**config.mk**
```make
export PLATFORM = sky130hd
export DESIGN_NAME = cordic_phase_sequencer
export DESIGN_NICKNAME = d
export VERILOG_FILES = /design/src/rtl/cordic_phase_sequencer.sv
export SDC_FILE = /design/constraint.sdc
export NUM_CORES = 1
export LEC_CHECK = 0
export CORE_AREA = 10 10 182 184
export CTS_CLUSTER_DIAMETER = 30
export DETAILED_ROUTE_END_ITERATION = 10
export DIE_AREA = 0 0 192 194
export PLACE_DENSITY = 0.75
export RECOVER_POWER = 50
export SLEW_MARGIN = 20
export SYNTH_ARGS = -nofsm -noshare
export SYNTH_HDL_FRONTEND = slang
export SYNTH_SLANG_ARGS = --single-unit
```
**constraint.sdc**
```tcl
create_clock -name clock -period 8 [get_ports clock]
set_clock_uncertainty 0.05 [all_clocks]
set_input_delay 1.6 -clock clock [delete_from_list [all_inputs] [get_ports clock]]
set_output_delay 1.6 -clock clock [all_outputs]
set_load 0.01 [all_outputs]
```
**src/rtl/cordic_phase_sequencer.sv**
```systemverilog
// Phase-ramp sequencer driving an iterative sin/cos CORDIC core.
// Issues one request per phase step and streams each result out with its phase.
module cordic_phase_sequencer #(
    parameter int unsigned WIDTH       = 16,
    parameter int unsigned ANGLE_WIDTH = 32,
    parameter int unsigned COUNT_WIDTH = 16,
    parameter int unsigned TIMEOUT     = 256
) (
    input  logic                   clock,
    input  logic                   reset,
    input  logic                   cfg_load,
    input  logic [ANGLE_WIDTH-1:0] cfg_phase_init,
    input  logic [ANGLE_WIDTH-1:0] cfg_phase_step,
    input  logic [COUNT_WIDTH-1:0] cfg_count,
    input  logic                   run,
    input  logic                   abort,
    output logic                   cordic_start,
    output logic [ANGLE_WIDTH-1:0] cordic_angle,
    output logic [WIDTH-1:0]       cordic_x_start,
    output logic [WIDTH-1:0]       cordic_y_start,
    input  logic [WIDTH-1:0]       cordic_cosine,
    input  logic [WIDTH-1:0]       cordic_sine,
    input  logic                   cordic_done,
    output logic                   out_valid,
    input  logic                   out_ready,
    output logic [WIDTH-1:0]       out_cos,
    output logic [WIDTH-1:0]       out_sin,
    output logic [ANGLE_WIDTH-1:0] out_phase,
    output logic                   out_last,
    output logic                   busy,
    output logic                   error_timeout
);

    localparam int unsigned FRAC_BITS = ANGLE_WIDTH - 3;
    localparam int unsigned EXT_W     = ANGLE_WIDTH + 2;
    localparam int unsigned TO_W      = $clog2(TIMEOUT) + 1;

    localparam logic signed [EXT_W-1:0] PI =
        EXT_W'(longint'(3.141592653589793 * (2.0 ** FRAC_BITS)));
    localparam logic signed [EXT_W-1:0] TWO_PI = PI <<< 1;
    localparam logic [WIDTH-1:0] GAIN =
        WIDTH'($rtoi(0.6072529350088812 * (2.0 ** (WIDTH - 2))));

    typedef enum logic [2:0] {StIdle, StIssue, StWait, StOutput, StDrain} state_e;

    state_e                 state_q, state_d;
    logic [ANGLE_WIDTH-1:0] init_q, init_d, step_q, step_d;
    logic [COUNT_WIDTH-1:0] count_q, count_d, remaining_q, remaining_d;
    logic [ANGLE_WIDTH-1:0] phase_q, phase_d, angle_q, angle_d;
    logic [TO_W-1:0]        tcnt_q, tcnt_d;
    logic [WIDTH-1:0]       cos_q, cos_d, sin_q, sin_d;
    logic [ANGLE_WIDTH-1:0] out_phase_q, out_phase_d;
    logic                   last_q, last_d, err_q, err_d;

    logic [ANGLE_WIDTH-1:0] eff_init;
    logic [COUNT_WIDTH-1:0] eff_count;
    logic signed [EXT_W-1:0] sum, wrapped;
    logic                   timed_out;

    // Next phase, wrapped back into [-PI, PI) with two guard bits of headroom.
    always_comb begin
        sum = $signed({{2{phase_q[ANGLE_WIDTH-1]}}, phase_q})
            + $signed({{2{step_q[ANGLE_WIDTH-1]}}, step_q});
        if (sum >= PI) begin
            wrapped = sum - TWO_PI;
        end else if (sum < -PI) begin
            wrapped = sum + TWO_PI;
        end else begin
            wrapped = sum;
        end
    end

    assign timed_out = (tcnt_q == TO_W'(TIMEOUT - 1));

    always_comb begin
        state_d     = state_q;
        init_d      = init_q;
        step_d      = step_q;
        count_d     = count_q;
        remaining_d = remaining_q;
        phase_d     = phase_q;
        angle_d     = angle_q;
        cos_d       = cos_q;
        sin_d       = sin_q;
        out_phase_d = out_phase_q;
        last_d      = last_q;
        err_d       = err_q;
        eff_init    = cfg_load ? cfg_phase_init : init_q;
        eff_count   = cfg_load ? cfg_count : count_q;
        // Counts from the ISSUE cycle of the current request.
        tcnt_d      = (state_q == StIdle || state_q == StOutput) ? '0 : tcnt_q + 1'b1;

        unique case (state_q)
            StIdle: begin
                if (cfg_load) begin
                    init_d  = cfg_phase_init;
                    step_d  = cfg_phase_step;
                    count_d = cfg_count;
                end
                if (run && !abort && eff_count != '0) begin
                    phase_d     = eff_init;
                    remaining_d = eff_count;
                    err_d       = 1'b0;
                    state_d     = StIssue;
                end
            end
            StIssue: begin
                state_d = abort ? StDrain : StWait;
            end
            StWait: begin
                if (abort) begin
                    // A done arriving with the abort already retires the request.
                    state_d = cordic_done ? StIdle : StDrain;
                end else if (cordic_done) begin
                    cos_d       = cordic_cosine;
                    sin_d       = cordic_sine;
                    out_phase_d = phase_q;
                    last_d      = (remaining_q == COUNT_WIDTH'(1));
                    state_d     = StOutput;
                end else if (timed_out) begin
                    err_d   = 1'b1;
                    state_d = StIdle;
                end
            end
            StOutput: begin
                if (abort) begin
                    state_d = StIdle;
                end else if (out_ready) begin
                    remaining_d = remaining_q - 1'b1;
                    phase_d     = wrapped[ANGLE_WIDTH-1:0];
                    state_d     = (remaining_q == COUNT_WIDTH'(1)) ? StIdle : StIssue;
                end
            end
            StDrain: begin
                if (cordic_done) begin
                    state_d = StIdle;
                end else if (timed_out) begin
                    err_d   = 1'b1;
                    state_d = StIdle;
                end
            end
            default: state_d = StIdle;
        endcase

        if (state_d == StIssue) begin
            angle_d = phase_d;
        end
    end

    always_ff @(posedge clock or posedge reset) begin
        if (reset) begin
            state_q     <= StIdle;
            init_q      <= '0;
            step_q      <= '0;
            count_q     <= '0;
            remaining_q <= '0;
            phase_q     <= '0;
            angle_q     <= '0;
            tcnt_q      <= '0;
            cos_q       <= '0;
            sin_q       <= '0;
            out_phase_q <= '0;
            last_q      <= 1'b0;
            err_q       <= 1'b0;
        end else begin
            state_q     <= state_d;
            init_q      <= init_d;
            step_q      <= step_d;
            count_q     <= count_d;
            remaining_q <= remaining_d;
            phase_q     <= phase_d;
            angle_q     <= angle_d;
            tcnt_q      <= tcnt_d;
            cos_q       <= cos_d;
            sin_q       <= sin_d;
            out_phase_q <= out_phase_d;
            last_q      <= last_d;
            err_q       <= err_d;
        end
    end

    assign cordic_start   = (state_q == StIssue);
    assign cordic_angle   = angle_q;
    assign cordic_x_start = GAIN;
    assign cordic_y_start = '0;
    assign out_valid      = (state_q == StOutput);
    assign out_cos        = cos_q;
    assign out_sin        = sin_q;
    assign out_phase      = out_phase_q;
    assign out_last       = last_q;
    assign busy           = (state_q != StIdle);
    assign error_timeout  = err_q;

endmodule

```
---- Yosys cells after proc, flatten, opt, wreduce, memory -nomap -nowiden ----
Index checks and enable logic that the tools add are counted.
word-level totals
  flip-flop bits (word level) ............. 238
  bits of input ports ..................... 119
  output and inout bits ................... 133
  word-level logic and storage cells ...... 74
cells by class
  add/subtract/negate cells ............... 5
  $lt $le $gt $ge ......................... 2
  equal/unequal tests ..................... 11
  mux-type cells .......................... 29
  bitwise operators ....................... 1
  reduce and logical (&&, ||, !) cells .... 13
operator list
  cell                                                                     number
  32-bit 2-to-1 mux                                                        6
  16-bit 2-to-1 mux                                                        4
  32-bit case mux with 2 select lines                                      1
  32-bit by 32-bit adder with 33-bit output                                1
  33-bit by 32-bit >= comparator with 1-bit output, second input constant  1
  33-bit by 32-bit < comparator with 1-bit output, second input constant   1
  32-bit by 31-bit adder with 32-bit output, second input constant         1
  16-bit case mux with 2 select lines                                      1
  32-bit by 31-bit subtractor with 32-bit output, second input constant    1
  3-bit 2-to-1 mux                                                         9
  16-bit by 1-bit == test with 1-bit output, second input constant         1
  16-bit nonzero test                                                      1
  16-bit by 1-bit subtractor with 16-bit output, second input constant     1
  3-bit case mux with 5 select lines                                       1
  9-bit by 1-bit adder with 9-bit output, second input constant            1
  9-bit by 8-bit == test with 1-bit output, second input constant          1
  9-bit 2-to-1 mux                                                         1
  3-bit by 1-bit == test with 1-bit output, second input constant          2
  3-bit by 2-bit == test with 1-bit output, second input constant          2
  3-bit AND reduction                                                      2
  3-bit nonzero test                                                       2
  1-bit 2-to-1 mux                                                         5
  2-bit by 1-bit != test with 1-bit output, second input constant          2
  2-bit != test, second input constant                                     2
  other kinds (10)                                                         11

---- Depth between registers and ports, before layout ----
  depth after elaboration ................. 7
  depth in mapped cells ................... 17
  gate-level depth less buffers ........... 16

---- Least setup slack after synthesis ----
Ideal clock, no wire load.
  path kind ............................... in2reg
  start ................................... input port cfg_load
  end ..................................... register angle_q[5] (netlist: cordic_angle[5])
  setup time .............................. 125 ps
  arrival ................................. 4,469 ps
  required time ........................... 7,825 ps
  slack ................................... 3,357 ps
  stages on the path ...................... 13
  path buffers ............................ 4
  path through ............................ clkbuf_1 > buf_1 > mux2i_1 > nand4_1 > nor4_1 > or4b_2 > clkbuf_1 > and2_1 > clkbuf_1 > nand2_1 > o21ai_0 > or3_1 > mux2_2
between the ends
  elaborated cells on any way between the ends .. 9
  those cells by class .................... 1 x eq/ne; 6 x mux; 2 x reduce/logical
RTL lines
  what                                   RTL line  RTL
  from (decl)                            11        input logic cfg_load,
  16-bit 2-to-1 mux                      --
  16-bit nonzero test                    100       if (run && !abort && eff_count != '0) begin
  1-bit logical AND                      100
  32-bit 2-to-1 mux *                    100
  32-bit case mux with 2 select lines *  93        unique case (state_q)
  named net phase_d[5]                   49        logic [ANGLE_WIDTH-1:0] phase_q, phase_d, angle_q, angle_d;
  to (signal assigned)                   172       angle_q <= angle_d;
  to (decl)                              49
Mark *: on every way through the listed nets, which the timed path passes. The rest lies on a longest branch.
A chain may end at the register's enable or synchronous reset.

---- Worst setup path in the final report ----
  start ................................... input port cfg_load
  end ..................................... register angle_q[20] (netlist: cordic_angle[20])
between the ends
  word-level cells in the longest chain between the ends .. 6
  elaborated cells on any way between the ends .. 9
  those cells by class .................... 1 x eq/ne; 6 x mux; 2 x reduce/logical
ends and longest elaborated chain
  what                                      RTL line  RTL
  16-bit 2-to-1 mux                         --
  16-bit nonzero test                       100
  1-bit logical AND                         100
  3-bit 2-to-1 mux                          100
  3-bit case mux with 5 select lines        93
  named net state_d[0]                      46        state_e state_q, state_d;
  3-bit by 1-bit == test with 1-bit output  145       if (state_d == StIssue) begin
The timed path passes the listed nets, and every way through them passes these cells.

==> flow_metrics.env <==
export IMPL_port_buffers=219
export IMPL_pin_count=252
export IMPL_holdCritStartpoint="tcnt_q[0]$_DFF_PP0_"
export IMPL_period_needed_ns=5.89
export IMPL_critPathTopFamily="simple AND/OR/NAND/NOR gates"
export IMPL_grt_pass1_vias=12600
export IMPL_holdPathStages=1
export IMPL_track_usage_pct=24.0
export IMPL_layout_cell_share_with_drive_strength_beyond_1_pct=17.0
export IMPL_synth_top_cells_by_count="238 x sky130_fd_sc_hd__dfrtp_1, 136 x sky130_fd_sc_hd__mux2_2, 114 x sky130_fd_sc_hd__nor2_1, 108 x sky130_fd_sc_hd__nand2_1, 98 x sky130_fd_sc_hd__o21ai_0"
export IMPL_master_of_the_slowest_instance_on_the_critical_path="sky130_fd_sc_hd__clkbuf_1"
export IMPL_dr_total_vias=12500
export IMPL_failed_checks="max-capacitance violations, max-slew violations"
export IMPL_drt_initial_drc_count=1007
export IMPL_synth_top_cell_by_area="sky130_fd_sc_hd__dfrtp_1"
export IMPL_syn_mean_instance_area_um2=9.97
export IMPL_number_of_enable_flip_flop_cells_after_synthesis=0
export IMPL_asyncSetResetFlopFracSynth_pct=100
export IMPL_ys_warn_count=0
export IMPL_critical_path_class="primary input to flop"
export IMPL_worst_r2r_cell_count=12
export IMPL_critical_path_arrival_ns=6.33
export IMPL_post_cts_resized=0
export IMPL_layout_area_overhead_vs_synth_pct=30.5
export IMPL_whs_ns=0.414
export IMPL_max_slew_worst_pin_slew_ns=4.23
export IMPL_fp_dieW_um=192
export IMPL_max_clock_path_buffers=3
export IMPL_seq_area_mm2=0.00596
export IMPL_r2r_end="cordic_angle[25]$_DFFE_PP0N_"
export IMPL_worstPathCellList="clkbuf_1, buf_4, mux2i_1, nand4_1, nor4_1, or4b_2, buf_4, o31ai_1, nand3_1, nor2_1, a221o_1"
export IMPL_multiInputGateArea_mm2=0.00781
export IMPL_dp_final_hpwl_um=33400
export IMPL_cts_repair_timing_setup_buffer_count=0
export IMPL_grt_start_max_net_pins=186
export IMPL_setup_total_negative_slack_ns=0
export IMPL_cpPeakStageDelay_ns=0.81
export IMPL_ant_nets=0
export IMPL_maxClockFrequency_mhz=170
export IMPL_reg2reg_setup_slack_ns=2.58
export IMPL_outcome="finished with violations"
export IMPL_cts_hold_buf=0
export IMPL_cp_start_kind="primary input"
export IMPL_yosysUniqueCellTypes=97
export IMPL_worst_path_max_fanout=43
export IMPL_insertion_delay_ns=0.59
export IMPL_clk_transition_reported_paths_ns=0.04
export IMPL_postSynthRegisterBits=238
export IMPL_postSynth_topFlopCell="sky130_fd_sc_hd__dfrtp_1"
export IMPL_cpMostUsedCell="sky130_fd_sc_hd__buf_4"
export IMPL_fp_row_count=63
export IMPL_synth_seq_area_share_pct=41.7
export IMPL_num_fill_cells=2358
export IMPL_mappedNetlistArea_mm2=0.0143
export IMPL_critical_path_cell_count=11
export IMPL_routed_wire_length_per_instance_um=22.3
export IMPL_crit_startpoint="cfg_load"
export IMPL_synth_top_cells_by_area="sky130_fd_sc_hd__dfrtp_1 42%, sky130_fd_sc_hd__mux2_2 11%, sky130_fd_sc_hd__mux2i_1 4.1%"
export IMPL_startpoint_of_the_lowest_slack_register_to_register_path="phase_q[4]$_DFF_PP0_"
export IMPL_gpl_final_weighted_congestion=0.956
export IMPL_unrepaired_setup_endpoints_after_global_routing="false"
export IMPL_report_final_hold_viol_count=0
export IMPL_hold_path_class="flop to flop"
export IMPL_dieArea_mm2=0.0372
export IMPL_cp_capture_point="cordic_angle[20]$_DFFE_PP0N_"
export IMPL_synth_most_common_cell="sky130_fd_sc_hd__dfrtp_1"
export IMPL_drt_first_pass_iters=7
export IMPL_cts_tree="yes"
export IMPL_numCtsBuffers=57
export IMPL_tritoncts_num_sinks=238
export IMPL_synth_cells=1433
export IMPL_core_area_mm2=0.0294
export IMPL_required_ns=8.44
export IMPL_synth_top_cell_area_share_pct=41.7
export IMPL_max_cap_violations=3
export IMPL_routed_wirelength_um=46400
export IMPL_finalNetCount=1802
export IMPL_critical_path_endpoint_type="flop"
export IMPL_slew_viol_final=190
export IMPL_final_min_period_over_clock_period_pct=73.6
export IMPL_antenna_found_initial=2
export IMPL_post_route_drc_count=0
export IMPL_grt_remaining_overflow=0
export IMPL_timing_critical_path_buf_inv=3
export IMPL_setup_viol=0
export IMPL_viasPerCell=5.99
export IMPL_initial_cell_density_of_the_core_pct=48.6
export IMPL_die_height_um=194
export IMPL_slew_headroom_pct=-182
export IMPL_grt_pass1_wl_um=71900
export IMPL_htree_num_levels=2
export IMPL_clock_tree_root_cell="sky130_fd_sc_hd__clkbuf_16"
cell usage in the layout, fill, tap and decap left out, types with 17 or more instances in the layout:
cell | synthesis | layout
sky130_fd_sc_hd__dfrtp_1 | 238 | 238
sky130_fd_sc_hd__mux2_2 | 136 | 135
sky130_fd_sc_hd__clkdlybuf4s50_1 | 0 | 118
sky130_fd_sc_hd__nor2_1 | 114 | 113
sky130_fd_sc_hd__nand2_1 | 108 | 108
sky130_fd_sc_hd__dlygate4sd3_1 | 0 | 100
sky130_fd_sc_hd__o21ai_0 | 98 | 98
sky130_fd_sc_hd__a21oi_1 | 76 | 76
sky130_fd_sc_hd__mux2i_1 | 59 | 59
sky130_fd_sc_hd__clkbuf_16 | 0 | 57
sky130_fd_sc_hd__ha_1 | 38 | 38
sky130_fd_sc_hd__nor3_1 | 37 | 37
sky130_fd_sc_hd__xnor2_1 | 34 | 34
sky130_fd_sc_hd__a31oi_1 | 32 | 32
sky130_fd_sc_hd__conb_1 | 2 | 32
sky130_fd_sc_hd__nand3_1 | 26 | 26
sky130_fd_sc_hd__inv_1 | 19 | 18
sky130_fd_sc_hd__a221o_1 | 18 | 18
sky130_fd_sc_hd__nand4_1 | 17 | 17
through the flow:
step | instances | setup slack (ns) | util [%] | cell area, um^2
global placement | 1975 | 2.41 | 56.6 | 16600
finish | 2082 | 2.11 | 63.4 | 18600
global route | 2082 | 1.79 | 63.4 | 18600
floorplan | 1463 | 3.23 | - | 14400
detailed placement | 1975 | 2.18 | 56.6 | 16600
CTS | 2081 | 2.65 | 63.5 | 18700
flip-flops by register name, indices dropped and copies added (netlist names), 9 cells and up:
| name | cells |
|---|---|
| cordic_angle | 32 |
| init_q | 32 |
| out_phase | 32 |
| phase_q | 32 |
| step_q | 32 |
| count_q | 16 |
| out_cos | 16 |
| out_sin | 16 |
| remaining_q | 16 |
| tcnt_q | 9 |
kinds of logic after synthesis:
group                    synth area share (%)
AO/OA/AOI/OAI                            18.8
XOR/XNOR                                 3.23
adder cells (fa/ha/maj)                  3.47
buffers and inverters                    4.52
flip-flops                               41.7
multiplexers                             15.0
other                                  0.0526
AND/OR/NAND/NOR                          13.3
per-layer routing:
layer  global-route usage (%)  vias to the layer above  share of wire (%)  wire [um]
li1                         -                     5744                  -          -
met1                     29.4                     6129                 40      18600
met2                     40.4                      479                 49      22900
met3                     5.04                      111                6.6       3070
met4                     9.16                        2                3.9       1820
met5                        0                        -              0.019          9
how the worst min path moves through the flow:
stage,slack (ns),end
detailed placement,0.42,tcnt_q[0]$_DFF_PP0_
CTS,0.42,tcnt_q[0]$_DFF_PP0_
floorplan,0.38,tcnt_q[0]$_DFF_PP0_
finish,0.41,tcnt_q[0]$_DFF_PP0_
global placement,0.40,tcnt_q[0]$_DFF_PP0_
global route,0.44,tcnt_q[0]$_DFF_PP0_
layout make-up:
type | instances | area share (%)
clock inverter | 37 | 2.62
antenna | 1 | 0.0134
inverter | 19 | 0.403
tap | 390 | 2.62
multi-input combinational | 1094 | 41.9
timing repair buffer | 234 | 12.3
sequential | 238 | 31.9
clock buffer | 69 | 8.21
Power is left out: the tool's default activity adds up to more than one toggle a clock period on the data nets, which glitch-free logic cannot reach.
